==> src/rtl/glitc_dp_align_pkg.sv <==
// Register map, field positions and small helpers shared by the datapath aligner.
// Definitions only; no state, no latency, no flow control.
package glitc_dp_align_pkg;

  localparam logic [3:0] ADDR_DPREG0     = 4'h0;
  localparam logic [3:0] ADDR_DPREG1     = 4'h1;
  localparam logic [3:0] ADDR_DPTRAINING = 4'h2;
  localparam logic [3:0] ADDR_DPREG3     = 4'h3;
  localparam logic [3:0] ADDR_DPIDELAY   = 4'h4;

  localparam int TRN_DISABLE_BIT = 31;
  localparam int TRN_BITSLIP_BIT = 30;
  localparam int TRN_SEL_HI      = 22;
  localparam int TRN_SEL_LO      = 16;
  localparam int TRN_DAT_HI      = 7;
  localparam int TRN_DAT_LO      = 0;

  localparam int DLY_LOAD_BIT = 31;
  localparam int DLY_SEL_HI   = 22;
  localparam int DLY_SEL_LO   = 16;
  localparam int DLY_TAP_HI   = 4;
  localparam int DLY_TAP_LO   = 0;

  localparam int NUM_CH  = 6;
  localparam int NUM_BIT = 12;

  typedef enum logic [3:0] {
    ST_IDLE,
    ST_SELECT,
    ST_LOAD,
    ST_WAIT,
    ST_SAMPLE,
    ST_CENTER,
    ST_CHECK,
    ST_SLIP,
    ST_REPORT,
    ST_FINISH
  } state_t;

  function automatic logic [7:0] rotl8(input logic [7:0] v, input logic [2:0] n);
    logic [15:0] d;
    d = {v, v} << n;
    return d[15:8];
  endfunction

  // True when the word is the pattern under any of its eight rotations.
  function automatic logic is_rotation(input logic [7:0] v, input logic [7:0] pat);
    logic hit;
    hit = 1'b0;
    for (int i = 0; i < 8; i++) begin
      if (v == rotl8(pat, 3'(i))) hit = 1'b1;
    end
    return hit;
  endfunction

  function automatic logic [31:0] training_word(input logic dis, input logic slip,
                                                input logic [6:0] sel);
    logic [31:0] w;
    w = '0;
    w[TRN_DISABLE_BIT]           = dis;
    w[TRN_BITSLIP_BIT]           = slip;
    w[TRN_SEL_HI:TRN_SEL_LO]     = sel;
    return w;
  endfunction

  function automatic logic [31:0] idelay_word(input logic [6:0] sel, input logic [4:0] tap);
    logic [31:0] w;
    w = '0;
    w[DLY_LOAD_BIT]              = 1'b1;
    w[DLY_SEL_HI:DLY_SEL_LO]     = sel;
    w[DLY_TAP_HI:DLY_TAP_LO]     = tap;
    return w;
  endfunction

endpackage

==> src/rtl/glitc_eye_tracker.sv <==
// Longest-run tracker over a tap sweep; best_* update on the edge that consumes a sample.
// Always accepts; no backpressure. Ties keep the earlier window.
module glitc_eye_tracker (
  input  logic       user_clk_i,
  input  logic       rst_n_i,
  input  logic       clear,
  input  logic       pass_vld,
  input  logic       pass,
  input  logic [4:0] tap,
  output logic [5:0] best_start,
  output logic [5:0] best_len
);

  logic [5:0] cur_start;
  logic [5:0] cur_len;
  logic [5:0] nxt_start;
  logic [5:0] nxt_len;

  always_comb begin
    nxt_len   = cur_len + 6'd1;
    nxt_start = (cur_len == 6'd0) ? {1'b0, tap} : cur_start;
  end

  always_ff @(posedge user_clk_i or negedge rst_n_i) begin
    if (!rst_n_i) begin
      cur_start  <= '0;
      cur_len    <= '0;
      best_start <= '0;
      best_len   <= '0;
    end else if (clear) begin
      cur_start  <= '0;
      cur_len    <= '0;
      best_start <= '0;
      best_len   <= '0;
    end else if (pass_vld) begin
      if (pass) begin
        cur_len   <= nxt_len;
        cur_start <= nxt_start;
        if (nxt_len > best_len) begin
          best_len   <= nxt_len;
          best_start <= nxt_start;
        end
      end else begin
        cur_len <= '0;
      end
    end
  end

endmodule

==> src/rtl/glitc_dp_align_master.sv <==
// Per-bit IDELAY eye sweep, centring and bitslip alignment over the datapath register bus.
// One bus cycle per two clocks at most; abort finishes the current cycle then disables training.
module glitc_dp_align_master
  import glitc_dp_align_pkg::*;
#(
  parameter logic [7:0] TRAIN_PATTERN = 8'hA6,
  parameter int         SETTLE_CYCLES = 64,
  parameter int         MIN_EYE       = 4,
  parameter int         MAX_SLIP      = 8
) (
  input  logic        user_clk_i,
  input  logic        rst_n_i,
  input  logic        start_i,
  input  logic        abort_i,
  output logic        busy_o,
  output logic        done_o,
  output logic        fail_o,
  output logic        user_sel_o,
  output logic        user_wr_o,
  output logic [3:0]  user_addr_o,
  output logic [31:0] user_dat_o,
  input  logic [31:0] user_dat_i,
  output logic        res_valid_o,
  output logic [6:0]  res_sel_o,
  output logic [4:0]  res_delay_o,
  output logic [5:0]  res_width_o,
  output logic [3:0]  res_slip_o,
  output logic        res_ok_o
);

  localparam logic [6:0]  LAST_SEL   = {3'(NUM_CH - 1), 4'(NUM_BIT - 1)};
  localparam logic [15:0] SETTLE_END = 16'(SETTLE_CYCLES - 1);

  state_t      state;
  state_t      wait_ret;
  logic [6:0]  sel;
  logic [6:0]  sel_next;
  logic [4:0]  tap;
  logic [3:0]  slips;
  logic [15:0] cnt;
  logic        bit_ok;

  logic [7:0]  rd_byte;
  logic        pass;
  logic        trk_clear;
  logic        trk_pass_vld;
  logic [5:0]  best_start;
  logic [5:0]  best_len;
  logic [5:0]  center;
  logic        unused_ok;

  assign rd_byte      = user_dat_i[TRN_DAT_HI:TRN_DAT_LO];
  assign unused_ok    = &{1'b0, user_dat_i[31:TRN_DAT_HI+1]};
  assign pass         = is_rotation(rd_byte, TRAIN_PATTERN);
  // A bus cycle is in flight exactly while user_sel_o is high, so these fire on its final edge.
  assign trk_clear    = (state == ST_SELECT) && user_sel_o;
  assign trk_pass_vld = (state == ST_SAMPLE) && user_sel_o;
  assign center       = best_start + {1'b0, best_len[5:1]};

  always_comb begin
    sel_next = sel + 7'd1;
    if (sel[3:0] == 4'(NUM_BIT - 1)) sel_next = {sel[6:4] + 3'd1, 4'd0};
  end

  glitc_eye_tracker u_eye (
    .user_clk_i (user_clk_i),
    .rst_n_i    (rst_n_i),
    .clear      (trk_clear),
    .pass_vld   (trk_pass_vld),
    .pass       (pass),
    .tap        (tap),
    .best_start (best_start),
    .best_len   (best_len)
  );

  always_ff @(posedge user_clk_i or negedge rst_n_i) begin
    if (!rst_n_i) begin
      state       <= ST_IDLE;
      wait_ret    <= ST_IDLE;
      sel         <= '0;
      tap         <= '0;
      slips       <= '0;
      cnt         <= '0;
      bit_ok      <= 1'b0;
      busy_o      <= 1'b0;
      done_o      <= 1'b0;
      fail_o      <= 1'b0;
      user_sel_o  <= 1'b0;
      user_wr_o   <= 1'b0;
      user_addr_o <= '0;
      user_dat_o  <= '0;
      res_valid_o <= 1'b0;
      res_sel_o   <= '0;
      res_delay_o <= '0;
      res_width_o <= '0;
      res_slip_o  <= '0;
      res_ok_o    <= 1'b0;
    end else begin
      done_o      <= 1'b0;
      res_valid_o <= 1'b0;
      user_sel_o  <= 1'b0;
      user_wr_o   <= 1'b0;

      if (abort_i && busy_o && (state != ST_FINISH)) begin
        fail_o <= 1'b1;
        state  <= ST_FINISH;
      end else begin
        case (state)
          ST_IDLE: begin
            if (start_i) begin
              fail_o <= 1'b0;
              busy_o <= 1'b1;
              sel    <= '0;
              state  <= ST_SELECT;
            end
          end

          ST_SELECT: begin
            if (!user_sel_o) begin
              user_sel_o  <= 1'b1;
              user_wr_o   <= 1'b1;
              user_addr_o <= ADDR_DPTRAINING;
              user_dat_o  <= training_word(1'b0, 1'b0, sel);
            end else begin
              tap      <= '0;
              slips    <= '0;
              wait_ret <= ST_SAMPLE;
              state    <= ST_LOAD;
            end
          end

          ST_LOAD: begin
            if (!user_sel_o) begin
              user_sel_o  <= 1'b1;
              user_wr_o   <= 1'b1;
              user_addr_o <= ADDR_DPIDELAY;
              user_dat_o  <= idelay_word(sel, tap);
            end else begin
              cnt   <= '0;
              state <= ST_WAIT;
            end
          end

          ST_WAIT: begin
            if (cnt == SETTLE_END) state <= wait_ret;
            else                   cnt   <= cnt + 16'd1;
          end

          ST_SAMPLE: begin
            if (!user_sel_o) begin
              user_sel_o  <= 1'b1;
              user_addr_o <= ADDR_DPTRAINING;
            end else if (tap == 5'd31) begin
              state <= ST_CENTER;
            end else begin
              tap   <= tap + 5'd1;
              state <= ST_LOAD;
            end
          end

          ST_CENTER: begin
            if (best_len < 6'(MIN_EYE)) begin
              bit_ok <= 1'b0;
              state  <= ST_REPORT;
            end else begin
              tap      <= center[4:0];
              wait_ret <= ST_CHECK;
              state    <= ST_LOAD;
            end
          end

          ST_CHECK: begin
            if (!user_sel_o) begin
              user_sel_o  <= 1'b1;
              user_addr_o <= ADDR_DPTRAINING;
            end else if (rd_byte == TRAIN_PATTERN) begin
              bit_ok <= 1'b1;
              state  <= ST_REPORT;
            end else if (slips == 4'(MAX_SLIP)) begin
              bit_ok <= 1'b0;
              state  <= ST_REPORT;
            end else begin
              state <= ST_SLIP;
            end
          end

          ST_SLIP: begin
            if (!user_sel_o) begin
              user_sel_o  <= 1'b1;
              user_wr_o   <= 1'b1;
              user_addr_o <= ADDR_DPTRAINING;
              user_dat_o  <= training_word(1'b0, 1'b1, sel);
            end else begin
              slips    <= slips + 4'd1;
              cnt      <= '0;
              wait_ret <= ST_CHECK;
              state    <= ST_WAIT;
            end
          end

          ST_REPORT: begin
            res_valid_o <= 1'b1;
            res_sel_o   <= sel;
            res_delay_o <= tap;
            res_width_o <= best_len;
            res_slip_o  <= slips;
            res_ok_o    <= bit_ok;
            fail_o      <= fail_o | !bit_ok;
            if (sel == LAST_SEL) begin
              state <= ST_FINISH;
            end else begin
              sel   <= sel_next;
              state <= ST_SELECT;
            end
          end

          ST_FINISH: begin
            if (!user_sel_o) begin
              user_sel_o  <= 1'b1;
              user_wr_o   <= 1'b1;
              user_addr_o <= ADDR_DPTRAINING;
              user_dat_o  <= training_word(1'b1, 1'b0, 7'd0);
            end else begin
              busy_o <= 1'b0;
              done_o <= 1'b1;
              state  <= ST_IDLE;
            end
          end

          default: state <= ST_IDLE;
        endcase
      end
    end
  end

endmodule

==> config.mk <==
export PLATFORM = sky130hd
export DESIGN_NAME = glitc_dp_align_master
export DESIGN_NICKNAME = d
export VERILOG_FILES = /design/src/rtl/glitc_dp_align_pkg.sv /design/src/rtl/glitc_eye_tracker.sv /design/src/rtl/glitc_dp_align_master.sv
export SDC_FILE = /design/constraint.sdc
export NUM_CORES = 1
export LEC_CHECK = 0
export ABC_AREA = 1
export CAP_MARGIN = 20
export CORE_MARGIN = 2
export CORE_UTILIZATION = 65
export DETAILED_ROUTE_END_ITERATION = 10
export DONT_BUFFER_PORTS = 1
export GPL_TIMING_DRIVEN = 0
export PLACE_DENSITY = 0.87
export SYNTH_ARGS = -nofsm -noshare
export SYNTH_HDL_FRONTEND = slang
export SYNTH_SLANG_ARGS = --single-unit
==> constraint.sdc <==
create_clock -name user_clk_i -period 3.2 [get_ports user_clk_i]
set_clock_uncertainty 0.1 [all_clocks]
set_input_delay 0.32 -clock user_clk_i [delete_from_list [all_inputs] [get_ports user_clk_i]]
set_output_delay 0.32 -clock user_clk_i [all_outputs]
set_load 0.005 [all_outputs]
Word-level counts from Yosys, hierarchy flattened. Index checks and enable logic that the tools add are counted.

Add/sub/neg operators: 7. Multiply operators: 0. Divide/modulo/power cells: 0. Magnitude comparators: 2. Eq/ne operators: 48. Shift operators: 0. Muxes and demuxes: 84. Bitwise operators: 2. Reductions and logical operators: 38.

Operators with widths (count): $mux W32 (4); $pmux W32 S4 (1); $mux W4 (18); $mux W6 (11); $mux W5 (8); $pmux W4 S9 (1); $eq A8 B8 Y1 const B (4); $mux W16 (2); $ne A2 B2 Y1 const B (16); $pmux W16 S2 (1); $mux W1 (26); $eq A8 B7 Y1 const B (3); $mux W7 (3); $reduce_and A4 Y1 (5); $reduce_bool A2 Y1 (9); $add A16 B1 Y16 const B (1); $eq A16 B6 Y1 const B (1); $eq A4 B3 Y1 const B (4); $eq A4 B4 Y1 const B (4); $pmux W4 S2 (2); $ne A3 B3 Y1 const B (5); $pmux W5 S3 (1); $pmux W7 S2 (1); $pmux W4 S3 (1); other kinds (36) (49).

Flip-flop bits (word level): 129. Latch bits: 0. RAM bits: 0. Memory bits (read-only): 0. Input bits: 36. Output and inout port bits: 65. Word-level logic and storage cells: 205. Memories kept: 0.

Depth between registers and ports, before layout.
Depth in word-level cells: 12. Gate-level depth with buffers: 17. Gate-level depth less buffers: 16.

Cells and area by module. Synthesis repeated with hierarchy kept, for this count alone.

Cells, all modules: 845. Area total of the unflattened synthesis: 6264.8 µm².

By module, submodules not included: glitc_dp_align_master (times used 1, cells each 649, area an instance 4845.9 µm², sequential area each 2102.0 µm²); glitc_eye_tracker (times used 1, cells each 196, area an instance 1418.9 µm², sequential area each 600.6 µm²).

Worst setup path after synthesis. OpenSTA, ideal clock, no wires.

Path kind: register -> register. Start point: register u_eye.cur_len[0]. End point: register u_eye.best_len[0]. Library setup time: 0.119 ns. Arrival time: 1.954 ns. Data required time: 2.981 ns. Setup slack: 1.027 ns. Cell stages (with the launch flop): 16. Buffers on the path: 1. Period minus slack after synthesis: 2.173 ns. Cell sequence: dfrtp_1 > ha_1 > nand3_1 > xor2_1 > inv_1 > ha_1 > nand2_1 > nor2_1 > o21ai_0 > nand3_1 > nand2_1 > inv_1 > nand3_1 > buf_2 > nand3_1 > nand2_1.

Cells in the longest elaborated chain, start to end: 5. Elaborated cells between the ends (all ways): 8. Classes of those cells: add/sub (1); order compare (1); mux (4); reduce/logical (2).

Ends and longest elaborated chain: start, declared (line glitc_eye_tracker.sv:15) `logic [5:0] cur_len;`; start signal, assigned (line glitc_eye_tracker.sv:37) `cur_len <= nxt_len;`; $add A6 B1 Y6 (*) (line glitc_eye_tracker.sv:20) `nxt_len = cur_len + 6'd1;`; parallel branches: the longest is 4 deep, another holds $gt A6 B6 Y1; end signal, assigned (line glitc_eye_tracker.sv:40) `best_len <= nxt_len;`; end, declared (line glitc_eye_tracker.sv:11) `output logic [5:0] best_len`.

Mark *: on every way between the ends. The select of a mux whose other input is x is not followed. A chain may end at the register's enable or synchronous reset.

Worst setup path after layout.
Start point: register u_eye.cur_len[0]. End point: register u_eye.best_start[3].

Cells in the longest elaborated chain, start to end: 6. Elaborated cells between the ends (all ways): 10. Classes of those cells: add/sub (1); order compare (1); mux (5); reduce/logical (3).

Ends and longest elaborated chain: parallel branches: the longest is 6 deep, another holds $add A6 B1 Y6; end signal, assigned (line glitc_eye_tracker.sv:41) `best_start <= nxt_start;`; end, declared (line glitc_eye_tracker.sv:10) `output logic [5:0] best_start,`.

Several ways; the timed one is not identified. The select of a mux whose other input is x is not followed.

==> impl_metrics.csv <==
group,metric,value,unit
status,status,"finished, final reports clean",
yosys,synthesis.area,6170,µm²
final_layout,n_antenna_cell,0,
global_routing,grt_pass1_vias,5236,
global_routing,antenna_found_initial,0,
route,vias,5417,
yosys,yosysWarnings,0,
yosys,synth_compound_area_share,9.51,%
critical_path,critPathRequiredTime,3370,ps
sta,finalCritPeriodShare,78.5,%
critical_path,path_class,"reg -> reg",
place,hpwl,10.8,mm
final_layout,layout.cells.most_common,"nand2_1",
run,maxCapViolCount,0,
min_path,hp-class,"in -> reg",
critical_path,cp-end-kind,"flip-flop",
final_layout,final_area,6670,µm²
yosys,synth_fa_ha_area_share,4.38,%
sta,drv_slew,0,
clock_network,clockBufferDepth,2,
floorplanning,pin_count,101,
clock_network,htree_levels,3,
clock_network,cts_tree,"built",
yosys,synth_area_leaders,"dfrtp_1, nand2_1, inv_1",
place,place_area,6400,µm²
clock_network,numCtsBuffers,9,
yosys,avgSynthCellArea,7.58,µm²
final_layout,fillCellCount,699,
final_layout,post-route-util,72.2,%
place,dpl.cell_count,962,
clock_network,clock_tree.root_cell,"clkbuf_8",
place,port_buffers,0,
floorplanning,die_h,101,µm
power,comb_power_share,40.6,%
global_routing,overflow,0,
final_layout,nets,903,
yosys,yosys.area.top_type_share,43.0,%
sta,setup_viol,0,
final_layout,drive_gt1_share,9.17,%
critical_path,reg2reg_from,"u_eye.cur_len[0]$_DFFE_PN0P_",
final_layout,instances_no_fill,980,
min_path,holdCritStartpoint,"start_i",
route,dr.first_iter.drc_count,386,
floorplanning,die_area,10300,µm²
sta,tightest_slew,572,ps
yosys,synth_top_family_by_area,"simple AND/OR/NAND/NOR gates",
power,clkPwrFrac,19.8,%
critical_path,critical_path_arrival,2690,ps
global_routing,grt_pass1_wl,24.0,mm
clock_network,numClockSinks,106,
power,leakage,3.49,nW
clock_network,clk_latency,380,ps
power,p_int,2.70,mW
power,p_sw,2.09,mW
clock_network,postCtsSetupBuffers,0,
clock_network,clkSlewWorstSetupHoldPaths,110,ps
place,gp_congestion,0.987,
floorplanning,coreArea,9240,µm²
global_routing,grt_max_degree,107,
power,ir_drop,669,µV
yosys,synth-xor-area-share,2.98,%
power,powerDensity,718,nW/µm²
sta,max_freq,398,MHz
final_layout,layout_common_cells,"nand2_1, dfrtp_1, inv_1",
yosys,synthSimpleGateAreaFrac,29.0,%
yosys,synth_cell_type_count,39,
route,first_pass_iters,5,
route,drtAntennaViolNets,0,
route,via_per_inst,5.53,
route,post_drt_wl_per_cell,14.9,µm
yosys,ys_ff_latch,106,
critical_path,crit_path_start_kind,"flip-flop",
route,drc,0,
route,routed_wl,14.6,mm
global_routing,grt_usage,29.7,%
floorplanning,die_x,101,µm
sta,final.min_clock_period,2510,ps
yosys,syn-instance-count,814,
critical_path,cp-startpoint,"u_eye.cur_len[0]$_DFFE_PN0P_",
yosys,synth_top_cell_by_area,"dfrtp_1",
yosys,synthMuxAreaShare,0,%
critical_path,crit_fanout,10,
sta,setup_tns,0,ps
power,p_seq_share,39.5,%
sta,slew_headroom,61.9,%
sta,grt_setup_unrepaired,"false",
floorplanning,rows,35,
power,switching_share,43.7,%
final_layout,area_growth,8.13,%
yosys,synth_seq_area_share,43.0,%
floorplanning,initial_utilization,66.8,%
sta,finalHoldViolCount,0,
final timing paths:
check                                             endpoint  slack, ps  cells after the start
hold / removal                          fail_o$_DFFE_PN0P_         40                      3
hold reg to reg                    wait_ret[2]$_DFFE_PN0P_        380                      2
max in group asynchronous       res_width_o[3]$_DFFE_PN0P_       2160                      2
setup reg to reg           u_eye.best_start[3]$_DFFE_PN0P_        690                     15
min in group asynchronous               cnt[7]$_DFFE_PN0P_        410                      2
setup / recovery           u_eye.best_start[3]$_DFFE_PN0P_        690                     15
cell usage after synthesis, drive strengths merged:
master and instances:
a211oi 1, a21oi 13, a22o 1, a22oi 2, a31oi 2, and2 1, buf 34, clkbuf 5
conb 1, dfrtp 106, fa 1, ha 20, inv 109, nand2 218, nand3 71, nand4 20
nor2 92, nor3 9, o2111ai 4, o211ai 2, o21ai 76, o21bai 1, o22ai 3, o31ai 1
xnor2 3, xor2 18
sequential cells by signal, summed over array words and instances, names as in the netlist, 2 cells and up:
signal	flops
res_sel_o	7
u_eye.best_len	6
res_width_o	6
cnt	16
wait_ret	2
res_delay_o	5
u_eye.best_start	5
tap	5
u_eye.cur_len	6
user_addr_o	2
state	4
slips	4
res_slip_o	4
sel	7
user_dat_o	14
u_eye.cur_start	5
area by class of cell:
type | count | area [µm²] | share of cell area [%]
repair buffers | 2 | 37.5 | 0.563
plain buffers | 39 | 274 | 4.11
multi-input cells | 579 | 2900 | 43.5
well taps | 129 | 161 | 2.42
inverters | 109 | 409 | 6.13
clock inverters | 6 | 93.8 | 1.41
clock buffers | 10 | 138 | 2.06
flip-flops and latches | 106 | 2650 | 39.8
metrics by stage:
| stage | setup WS (ps) | power [mW] | hold WS (ps) |
|---|---|---|---|
| after floorplan | 1030 | 3.30 | -75.6 |
| after global placement | 826 | 3.69 | -72.9 |
| after detailed placement | 751 | 3.78 | -72.2 |
| after CTS | 701 | 4.78 | 39.8 |
| after global routing | 494 | 5.14 | 40.2 |
| final | 687 | 4.79 | 38.9 |
metal layers:
layer	global-route usage [%]	part of all wire, %	vias up
met5	0	0	-
met4	12.7	3.4	0
met3	6.14	5.9	37
met2	51.3	50	187
met1	36.2	40	2555
li1	-	-	2638
power by group through the flow:
stage	clock network (mW)	logic, mW	registers, mW
after floorplan	0	1.46	1.83
after global placement	0	1.78	1.91
after detailed placement	0	1.87	1.92
after CTS	0.964	1.92	1.89
after global routing	1.02	2.20	1.93
final	0.949	1.94	1.89
kinds of logic after synthesis:
| group | Yosys count |
|---|---|
| compound gates | 106 |
| xor+xnor | 21 |
| fa+ha+maj | 21 |
| buf+inv | 148 |
| flops | 106 |
| other cells | 1 |
| simple gates | 411 |
what timing repair did:
item,CTS,global route
hold endpoints to repair,106,0
hold buffers,2,0
gates resized for setup,0,0
worst max-delay path, cell delays in order, from the launching register on:
cell     delay, ps
dfrtp_1        420
ha_1           240
nand3_1        100
xor2_1         210
inv_1           70
ha_1           280
nand2_1         70
nor2_1         130
o21ai_0        100
nand3_1         70
nand2_1         80
inv_1           60
nand3_1        100
buf_2          210
nand3_1        110
nand2_1         70
Note: power is estimated with default switching activity, not from simulation.
==> edit: new RTL, same settings <==
Register the output `user_addr_o` once more, cleared by the reset; this adds one clock of latency there. The other outputs are not delayed to match.
--- a/src/rtl/glitc_dp_align_master.sv
+++ b/src/rtl/glitc_dp_align_master.sv
@@ -31,6 +31,8 @@
   localparam logic [6:0]  LAST_SEL   = {3'(NUM_CH - 1), 4'(NUM_BIT - 1)};
   localparam logic [15:0] SETTLE_END = 16'(SETTLE_CYCLES - 1);
 
+  logic [3:0] user_addr_s0;
+
   state_t      state;
   state_t      wait_ret;
   logic [6:0]  sel;
@@ -87,7 +89,7 @@
       fail_o      <= 1'b0;
       user_sel_o  <= 1'b0;
       user_wr_o   <= 1'b0;
-      user_addr_o <= '0;
+      user_addr_s0 <= '0;
       user_dat_o  <= '0;
       res_valid_o <= 1'b0;
       res_sel_o   <= '0;
@@ -119,7 +121,7 @@
             if (!user_sel_o) begin
               user_sel_o  <= 1'b1;
               user_wr_o   <= 1'b1;
-              user_addr_o <= ADDR_DPTRAINING;
+              user_addr_s0 <= ADDR_DPTRAINING;
               user_dat_o  <= training_word(1'b0, 1'b0, sel);
             end else begin
               tap      <= '0;
@@ -133,7 +135,7 @@
             if (!user_sel_o) begin
               user_sel_o  <= 1'b1;
               user_wr_o   <= 1'b1;
-              user_addr_o <= ADDR_DPIDELAY;
+              user_addr_s0 <= ADDR_DPIDELAY;
               user_dat_o  <= idelay_word(sel, tap);
             end else begin
               cnt   <= '0;
@@ -149,7 +151,7 @@
           ST_SAMPLE: begin
             if (!user_sel_o) begin
               user_sel_o  <= 1'b1;
-              user_addr_o <= ADDR_DPTRAINING;
+              user_addr_s0 <= ADDR_DPTRAINING;
             end else if (tap == 5'd31) begin
               state <= ST_CENTER;
             end else begin
@@ -172,7 +174,7 @@
           ST_CHECK: begin
             if (!user_sel_o) begin
               user_sel_o  <= 1'b1;
-              user_addr_o <= ADDR_DPTRAINING;
+              user_addr_s0 <= ADDR_DPTRAINING;
             end else if (rd_byte == TRAIN_PATTERN) begin
               bit_ok <= 1'b1;
               state  <= ST_REPORT;
@@ -188,7 +190,7 @@
             if (!user_sel_o) begin
               user_sel_o  <= 1'b1;
               user_wr_o   <= 1'b1;
-              user_addr_o <= ADDR_DPTRAINING;
+              user_addr_s0 <= ADDR_DPTRAINING;
               user_dat_o  <= training_word(1'b0, 1'b1, sel);
             end else begin
               slips    <= slips + 4'd1;
@@ -218,7 +220,7 @@
             if (!user_sel_o) begin
               user_sel_o  <= 1'b1;
               user_wr_o   <= 1'b1;
-              user_addr_o <= ADDR_DPTRAINING;
+              user_addr_s0 <= ADDR_DPTRAINING;
               user_dat_o  <= training_word(1'b1, 1'b0, 7'd0);
             end else begin
               busy_o <= 1'b0;
@@ -233,5 +235,13 @@
     end
   end
 
+  always_ff @(posedge user_clk_i or negedge rst_n_i) begin
+    if (!rst_n_i) begin
+      user_addr_o <= '0;
+    end else begin
+      user_addr_o <= user_addr_s0;
+    end
+  end
+
 endmodule
 
Function: changed (Yosys sat finds a counterexample within 4 cycles, from zero or initial values and one cycle with rst_n_i low).
==> edit against the original RTL <==
Critical path depth is 1 higher. Final area is 1.6% lower. Sequential cell count is 2 higher. Setup slack better by 0.052 ns. Power is 17% higher. Routed wire length is 3.4% lower. Global-route usage is 0.35 points lower. Synthesized area is 0.77% lower. Utilization is 0.79 points lower. Die area is 0.74% lower. Non-clock buffer count is 2 lower. Critical path type unchanged.
==> edit: results (changes against the original RTL) <==
run status completed; via count 5313 (-1.9%); vias per cell 5.62 (+1.6%); layout cells sized above 1 8.86% (-0.30 points); met2 Use GR 49.6% (-1.7 points); Filler cells 738 (+5.6%); Data arrival, critical path 2.63 ns (-0.06 ns); gpl congestion 1.01 (+2.7%); met1 WL 5.86 mm (-0.98%); Leakage Power 0.00356 uW (+2.1%); DP HPWL 10.6 mm (-1.0%); met3 Track Usage GR 7.07% (+0.93 points); vias in the first global route 5101 (-2.6%); met1 usage 36.9% (+0.68 points); Worst-path clk slew 0.09 ns (-0.02 ns); DR pass1 iterations 7 (+2); Post-Syn Area per Cell 7.66 um2 (+1.1%); dpl ws 0.776 ns (+0.0243 ns); first-pass GRT wire length 23.6 mm (-1.8%); final WL 14.1 mm (-3.4%); largest net degree at the start of global routing 109 (+1.9%); Post-Place Cells 929 (-3.4%); Cell Area, Placed 6330 um2 (-1.1%); IR drop worst, VDD 0.000601 V (-10%); total global-route track usage 29.4% (-0.35 points)
[edit: cell count changes in the layout (fill, tap and decap cells not counted), moves of 8 or more]
cell | before | now
nand2_2 | 10 | 2
nand2_1 | 206 | 230
nand3_1 | 70 | 62
inv_1 | 105 | 85
nor2_1 | 85 | 75
o21ai_0 | 68 | 54
[edit: what timing repair did]
action / CTS / global route
hold buffers: 2 / 0
gates resized for setup: 0 / 0
hold endpoints to repair: 108 / 0
[edit: report_power, final]
group          internal, uW  switching (uW)
clock network           384             472
logic                   837            1740
registers              1770             403
[edit: kinds of logic after synthesis]
family	share of synthesized area, %
AOI/OAI and AO/OA	8.97
xor gates and xnor gates	3.15
adders and majority gates	4.42
buffers and inverters	9.89
DFF	44.2
other	0.0613
and+or+nand+nor	29.4
[edit: final timing paths]
| kind | from | endpoint | slack (ns) | cells past startpoint |
|---|---|---|---|---|
| worst max-delay path | u_eye.cur_len[2] | u_eye.best_len[2] | 0.74 | 16 |
| worst min-delay path | start_i | fail_o | 0.11 | 3 |
| worst max register to register | u_eye.cur_len[2] | u_eye.best_len[2] | 0.74 | 16 |
| worst min register to register | user_addr_s0[1] | user_addr_o[1] | 0.30 | 0 |
| max in group asynchronous | rst_n_i | res_width_o[1] | 2.15 | 2 |
| min in group asynchronous | rst_n_i | cnt[9] | 0.40 | 2 |
[edit: layout make-up]
cell class | count | area (um2) | area share (%)
timing repair buffer | 2 | 37.5 | 0.572
tap | 111 | 139 | 2.12
multi-input combinational | 579 | 2880 | 43.9
sequential | 108 | 2700 | 41.2
buffer | 37 | 250 | 3.81
clock inverter | 5 | 60.1 | 0.915
clock buffer | 10 | 138 | 2.10
inverter | 94 | 355 | 5.41
[edit: worst min-delay path: cells and delay by family]
family,cells,cell delay [ns]
AO/OA/AOI/OAI,2,0.17
buffers and inverters,1,0.06
